[src/rtl/uart_cmd_ctrl.sv]
// UART command controller: decodes RX command frames into register-file/ALU requests and queues response bytes to the TX FIFO.
// All strobes are registered one-cycle pulses; response pushes stall while TX_FIFO_FULL is high.
module uart_cmd_ctrl #(
  parameter int DATA_WIDTH    = 8,
  parameter int ADDR_WIDTH    = 4,
  parameter int ALU_FUN_WIDTH = 4
) (
  input  logic                      CLK,
  input  logic                      RST,
  input  logic [DATA_WIDTH-1:0]     RX_DATA,
  input  logic                      RX_DATA_VALID,
  input  logic                      RX_PAR_ERROR,
  input  logic                      RX_STOP_ERROR,
  output logic [DATA_WIDTH-1:0]     TX_FIFO_DATA,
  output logic                      TX_FIFO_WR,
  input  logic                      TX_FIFO_FULL,
  output logic [ADDR_WIDTH-1:0]     RF_ADDR,
  output logic                      RF_WR_EN,
  output logic [DATA_WIDTH-1:0]     RF_WR_DATA,
  output logic                      RF_RD_EN,
  input  logic [DATA_WIDTH-1:0]     RF_RD_DATA,
  input  logic                      RF_RD_VALID,
  output logic                      ALU_EN,
  output logic [ALU_FUN_WIDTH-1:0]  ALU_FUN,
  input  logic [2*DATA_WIDTH-1:0]   ALU_OUT,
  input  logic                      ALU_OUT_VALID,
  output logic                      FRAME_ERR
);

  localparam logic [DATA_WIDTH-1:0] CMD_WR     = DATA_WIDTH'(8'hAA);
  localparam logic [DATA_WIDTH-1:0] CMD_RD     = DATA_WIDTH'(8'hBB);
  localparam logic [DATA_WIDTH-1:0] CMD_ALU_OP = DATA_WIDTH'(8'hCC);
  localparam logic [DATA_WIDTH-1:0] CMD_ALU_NO = DATA_WIDTH'(8'hDD);

  typedef enum logic [3:0] {
    IDLE, WR_ADDR, WR_DATA, RD_ADDR, RD_WAIT,
    OPA, OPB, FUN, ALU_WAIT, SEND_LO, SEND_HI
  } state_t;

  state_t                     state, state_nxt;
  logic [2*DATA_WIDTH-1:0]    result, result_nxt;
  logic                       is_alu, is_alu_nxt;
  logic [ADDR_WIDTH-1:0]      rf_addr_nxt;
  logic [DATA_WIDTH-1:0]      rf_wr_data_nxt, tx_data_nxt;
  logic [ALU_FUN_WIDTH-1:0]   alu_fun_nxt;
  logic                       rf_wr_en_nxt, rf_rd_en_nxt, alu_en_nxt, tx_wr_nxt, frame_err_nxt;
  logic                       rx_bad, collecting;

  assign rx_bad     = RX_PAR_ERROR | RX_STOP_ERROR;
  assign collecting = (state inside {WR_ADDR, WR_DATA, RD_ADDR, OPA, OPB, FUN});

  always_ff @(posedge CLK or negedge RST) begin
    if (!RST) begin
      state        <= IDLE;
      result       <= '0;
      is_alu       <= 1'b0;
      RF_ADDR      <= '0;
      RF_WR_DATA   <= '0;
      ALU_FUN      <= '0;
      TX_FIFO_DATA <= '0;
      RF_WR_EN     <= 1'b0;
      RF_RD_EN     <= 1'b0;
      ALU_EN       <= 1'b0;
      TX_FIFO_WR   <= 1'b0;
      FRAME_ERR    <= 1'b0;
    end else begin
      state        <= state_nxt;
      result       <= result_nxt;
      is_alu       <= is_alu_nxt;
      RF_ADDR      <= rf_addr_nxt;
      RF_WR_DATA   <= rf_wr_data_nxt;
      ALU_FUN      <= alu_fun_nxt;
      TX_FIFO_DATA <= tx_data_nxt;
      RF_WR_EN     <= rf_wr_en_nxt;
      RF_RD_EN     <= rf_rd_en_nxt;
      ALU_EN       <= alu_en_nxt;
      TX_FIFO_WR   <= tx_wr_nxt;
      FRAME_ERR    <= frame_err_nxt;
    end
  end

  always_comb begin
    state_nxt      = state;
    result_nxt     = result;
    is_alu_nxt     = is_alu;
    rf_addr_nxt    = RF_ADDR;
    rf_wr_data_nxt = RF_WR_DATA;
    alu_fun_nxt    = ALU_FUN;
    tx_data_nxt    = TX_FIFO_DATA;
    rf_wr_en_nxt   = 1'b0;
    rf_rd_en_nxt   = 1'b0;
    alu_en_nxt     = 1'b0;
    tx_wr_nxt      = 1'b0;
    frame_err_nxt  = 1'b0;

    if (collecting && RX_DATA_VALID && rx_bad) begin
      state_nxt     = IDLE;
      frame_err_nxt = 1'b1;
    end else begin
      case (state)
        IDLE: if (RX_DATA_VALID && !rx_bad) begin
          case (RX_DATA)
            CMD_WR:     state_nxt = WR_ADDR;
            CMD_RD:     state_nxt = RD_ADDR;
            CMD_ALU_OP: state_nxt = OPA;
            CMD_ALU_NO: state_nxt = FUN;
            default:    state_nxt = IDLE;
          endcase
        end
        WR_ADDR: if (RX_DATA_VALID) begin
          rf_addr_nxt = RX_DATA[ADDR_WIDTH-1:0];
          state_nxt   = WR_DATA;
        end
        WR_DATA: if (RX_DATA_VALID) begin
          rf_wr_data_nxt = RX_DATA;
          rf_wr_en_nxt   = 1'b1;
          state_nxt      = IDLE;
        end
        RD_ADDR: if (RX_DATA_VALID) begin
          rf_addr_nxt  = RX_DATA[ADDR_WIDTH-1:0];
          rf_rd_en_nxt = 1'b1;
          state_nxt    = RD_WAIT;
        end
        // Responses push straight from the wait state when the FIFO has room,
        // so the first TX write follows the valid by a single cycle.
        RD_WAIT: if (RF_RD_VALID) begin
          result_nxt = {{DATA_WIDTH{1'b0}}, RF_RD_DATA};
          is_alu_nxt = 1'b0;
          if (!TX_FIFO_FULL) begin
            tx_wr_nxt   = 1'b1;
            tx_data_nxt = RF_RD_DATA;
            state_nxt   = IDLE;
          end else begin
            state_nxt   = SEND_LO;
          end
        end
        OPA: if (RX_DATA_VALID) begin
          rf_addr_nxt    = '0;
          rf_wr_data_nxt = RX_DATA;
          rf_wr_en_nxt   = 1'b1;
          state_nxt      = OPB;
        end
        OPB: if (RX_DATA_VALID) begin
          rf_addr_nxt    = ADDR_WIDTH'(1);
          rf_wr_data_nxt = RX_DATA;
          rf_wr_en_nxt   = 1'b1;
          state_nxt      = FUN;
        end
        FUN: if (RX_DATA_VALID) begin
          alu_fun_nxt = RX_DATA[ALU_FUN_WIDTH-1:0];
          alu_en_nxt  = 1'b1;
          state_nxt   = ALU_WAIT;
        end
        ALU_WAIT: if (ALU_OUT_VALID) begin
          result_nxt = ALU_OUT;
          is_alu_nxt = 1'b1;
          if (!TX_FIFO_FULL) begin
            tx_wr_nxt   = 1'b1;
            tx_data_nxt = ALU_OUT[DATA_WIDTH-1:0];
            state_nxt   = SEND_HI;
          end else begin
            state_nxt   = SEND_LO;
          end
        end
        SEND_LO: if (!TX_FIFO_FULL) begin
          tx_wr_nxt   = 1'b1;
          tx_data_nxt = result[DATA_WIDTH-1:0];
          state_nxt   = is_alu ? SEND_HI : IDLE;
        end
        SEND_HI: if (!TX_FIFO_FULL) begin
          tx_wr_nxt   = 1'b1;
          tx_data_nxt = result[2*DATA_WIDTH-1:DATA_WIDTH];
          state_nxt   = IDLE;
        end
        default: state_nxt = IDLE;
      endcase
    end
  end

endmodule
[config.mk]
export PLATFORM = sky130hd
export DESIGN_NAME = uart_cmd_ctrl
export DESIGN_NICKNAME = d
export VERILOG_FILES = /design/src/rtl/uart_cmd_ctrl.sv
export SDC_FILE = /design/constraint.sdc
export NUM_CORES = 1
export LEC_CHECK = 0
export ABC_CLOCK_PERIOD_IN_PS = 1800
export BUFFER_PORTS_ARGS = -buffer_cell sky130_fd_sc_hd__clkbuf_2
export CAP_MARGIN = 20
export CORE_UTILIZATION = 40
export DETAILED_ROUTE_END_ITERATION = 12
export GPL_TIMING_DRIVEN = 0
export PLACE_DENSITY = 0.7
export SYNTH_ARGS = -nofsm -noshare
export SYNTH_HDL_FRONTEND = slang
export SYNTH_SLANG_ARGS = --single-unit
[constraint.sdc]
create_clock -name CLK -period 1.8 [get_ports CLK]
set_input_delay 0.18 -clock CLK [delete_from_list [all_inputs] [get_ports CLK]]
set_output_delay 0.18 -clock CLK [all_outputs]
set_load 0.005 [all_outputs]
==> impl_summary.txt <==
----------------------------------------------------
[Logic synthesis]
  Number of storage elements in the synthesis netlist ... 50
  Summed instance area of the synthesized netlist ... 2590 um^2
  Synthesis warning total ... 0
  Syn Inst Count ... 263
  Post-synthesis net count ... 303
  Avg Cell Area, Syn ... 9.87 um^2
  Synth unique cells ... 40
  Register area share after synthesis ... 48.2%

[Clocking]
  Worst-skew pair later-pin latency ... 0.31 ns
  Depth of the CTS H-tree ... 2
  Largest buffer count on any clock path ... 2
  Num Clock Sinks ... 50
  Root buffer cell ... sky130_fd_sc_hd__clkbuf_8
  CTS tree ... built
  Clock-pin slew reported for the worst setup and hold paths after clock tree synthesis ... 0.10 ns
  Number of CTS-inserted buffers ... 5

[Timing]
  Final hold vios ... 0
  Time the final worst path needs with I/O delays and setup ... 1.85 ns
  Number of max-slew violations in the final report ... 0
  Final Cycle Share ... 103%
  Slew HR ... 61.1%
  Final setup viols ... 2
  Transition at the pin with the smallest max-transition slack ... 0.583 ns
  Final TNS setup ... -0.0567 ns
  Fin Clk Skew ... 0.0149 ns
  Hold_ws ... 0.0944 ns
  Unrepaired setup endpoints after global routing ... true
  Peak clock frequency supported by timing ... 541 MHz
  Post-route worst setup slack ... -0.0491 ns

[GRT]
  Number of global-route vias before repair ... 2284
  Total global routing track utilization ... 21.1%
  First-pass GRT wire length ... 10700 um
  Initial antenna violation count ... 0
  Grt total ovfl ... 0
  Pin count of the biggest net entering global routing ... 32

[Critical path]
  Critical path launch point type ... register
  Data arrival time of the critical path ... 2.09 ns
  Worst reg-to-reg path cell count ... 6
  Max FO, Critical Path ... 10
  Type of the worst setup path ... reg2reg
  Required time of the critical path ... 2.04 ns
  Slowest cell delay on critical path ... 0.54 ns
  R2R Setup Slk ... -0.05 ns
  Crit path cell chain ... buf_6 > or4_4 > nor2_2 > nand3_1 > a21oi_1 > mux2_2
  Worst r2r src ... state[0]
  Critical-path top delay cell ... sky130_fd_sc_hd__or4_4
  Setup crit end kind ... register
  End of the worst register-to-register path ... state[2]

[Worst hold path]
  Hold WC Path Type ... in2reg
  Instance count along the most critical hold path ... 3
  Start point of the worst hold path ... ALU_OUT[12]
  Worst hold endpoint ... result[12]

[Layout]
  Fraction of layout instances using a drive strength above 1 ... 40.9%
  Filler-free cell count of the finished design ... 422
  Fillers ... 562
  Final design utilization ... 54.7%
  Nets@finish ... 386
  Diode count ... 0
  Most common library cell in the layout ignoring fill and taps ... sky130_fd_sc_hd__clkbuf_2
  Commonest non-fill, non-tap cells in the layout ... sky130_fd_sc_hd__clkbuf_2, sky130_fd_sc_hd__dfrtp_1, sky130_fd_sc_hd__mux2_2
  Synthesis-to-finish area growth ... 28.6%

[Run]
  Max-cap violations ... 0

[Power]
  Fraction of power consumed by combinational cells ... 49.3%
  Net switching component of the power ... 1960 uW
  Clock Power Share ... 15.4%
  Cell leakage power ... 0.00156 uW
  Switching part of the total ... 38.2%
  Peak supply drop ... 0.699 mV
  Portion of total power attributed to sequential cells ... 35.3%
  Areal power density over the cells ... 1540 nW/um^2
  Internal power component ... 3170 uW

[Drt]
  Violation count after the first detailed-route iteration ... 169
  Total Routed Length ... 6680 um
  Number of vias in the routed layout ... 2271
  Length of the first detailed-routing pass in iterations ... 4
  Residual antenna-violating net count after detailed routing ... 0
  Mean number of vias per cell ... 5.38
  Post-route DRC ... 0
  DR WL/cell ... 15.8 um

[Floorplanning]
  Standard-cell rows ... 28
  Die boundary height ... 82.5 um
  Width of the die ... 82.5 um
  Core footprint ... 6100 um^2
  Initial core utilization ... 42.6%
  Ports ... 69
  Die Outline Area ... 6810 um^2

[Outcome]
  Violations in the final reports ... negative setup slack
  Outcome ... finished with violations

[Placed design]
  Post-placement cell count ... 407
  Post-place setup slack ... -0.434 ns
  Gp weighted congestion ... 0.873
  Port buffer count ... 68
  Final HPWL DP ... 4750 um

----------------------------------------------------
[final cells by class]
type,instances,area (um^2),share of cell area [%]
multi-input cells,183,1290,38.5
flip-flops and latches,50,1250,37.5
repair buffers,76,428,12.8
plain buffers,15,110,3.30
well taps,75,93.8,2.81
clock buffers,6,72.6,2.17
inverters,15,56.3,1.69
clock inverters,2,37.5,1.12
[flip-flops by register name (all words and copies together) (netlist names)]
name / cells
TX_FIFO_WR: 1
TX_FIFO_DATA: 8
ALU_FUN: 4
RF_WR_EN: 1
state: 4
result: 16
ALU_EN: 1
FRAME_ERR: 1
RF_WR_DATA: 8
RF_RD_EN: 1
is_alu: 1
RF_ADDR: 4
[worst max-delay path: cells and delay by family (launching register included)]
family / cells / cell delay (ns)
AND/OR/NAND/NOR: 3 / 0.81
flip-flops: 1 / 0.41
AO/OA/AOI/OAI: 1 / 0.23
multiplexers: 1 / 0.18
buffers and inverters: 1 / 0.15
[what timing repair did]
action / CTS / global route
endpoints found under the setup margin: 39 / 38
hold endpoints to repair: 19 / 0
pin swaps: 2 / 1
gates cloned: 0 / 0
hold buffers: 1 / 0
setup buffers: 3 / 3
resized for setup: 14 / 23
[power by group through the flow]
stage | registers (uW) | logic [uW] | clock network (uW)
CTS | 1800 | 2370 | 806
global route | 1870 | 2770 | 860
finish | 1810 | 2530 | 790
global placement | 1800 | 2180 | 0
detailed placement | 1820 | 2230 | 0
floorplan | 1790 | 1520 | 0
[cells by family after synthesis]
logic type	Yosys count	synth area share, %
simple gates	78	15.6
compound gates	66	14.8
flops	50	48.2
mux	36	15.1
buf+inv	30	5.26
xor+xnor	3	1.01
[worst max path at each step]
stage / start / endpoint / slack (ns)
2_1_floorplan: state[2] / TX_FIFO_DATA[0] / 0.0006
3_3_place_gp: state[2] / TX_FIFO_DATA[3] / -0.41
3_5_place_dp: state[2] / TX_FIFO_DATA[3] / -0.43
4_1_cts: state[2] / state[0] / 0.006
5_1_grt: state[0] / state[2] / -0.08
6_report: state[0] / state[2] / -0.05
[synth_stat cells (all sizes together)]
library cell / count / area (um^2)
a21oi: 22 / 114
and3: 1 / 6.26
a31o: 1 / 8.76
mux2i: 10 / 100
and2b: 1 / 7.51
o21bai: 1 / 7.51
o22a: 1 / 8.76
nand2b: 5 / 38.8
nor3b: 3 / 22.5
o31ai: 3 / 22.5
a21boi: 1 / 7.51
nor2: 26 / 97.6
mux2: 26 / 293
buf: 9 / 57.6
o21ai: 18 / 90.1
nor4bb: 1 / 10.0
nor3: 6 / 35.0
a21o: 1 / 7.51
or3: 1 / 6.26
o22ai: 12 / 75.1
nand2: 15 / 56.3
dfrtp: 50 / 1250
or4: 2 / 15.0
xor2: 1 / 8.76
nand3: 11 / 55.1
nand3b: 1 / 7.51
a221oi: 1 / 8.76
clkbuf: 6 / 22.5
nor2b: 4 / 25.0
xnor2: 2 / 17.5
nor4: 1 / 21.3
o21a: 2 / 15.0
inv: 15 / 56.3
a31oi: 3 / 18.8
[per-layer routing]
layer | global-route usage (%) | wire (um) | vias to the layer above
met5 | 0 | 0 | -
li1 | - | - | 1095
met2 | 34.5 | 3280 | 64
met4 | 7.24 | 128 | 0
met1 | 28.2 | 2900 | 1100
met3 | 3.85 | 370 | 12
[stage by stage]
step / instance area (um^2) / power, uW
after detailed placement: 3060 / 4050
after global routing: 3340 / 5500
after CTS: 3250 / 4980
after floorplan: 2600 / 3320
final: 3340 / 5130
after global placement: 3040 / 3970
Power figures use the tool's default switching activity.
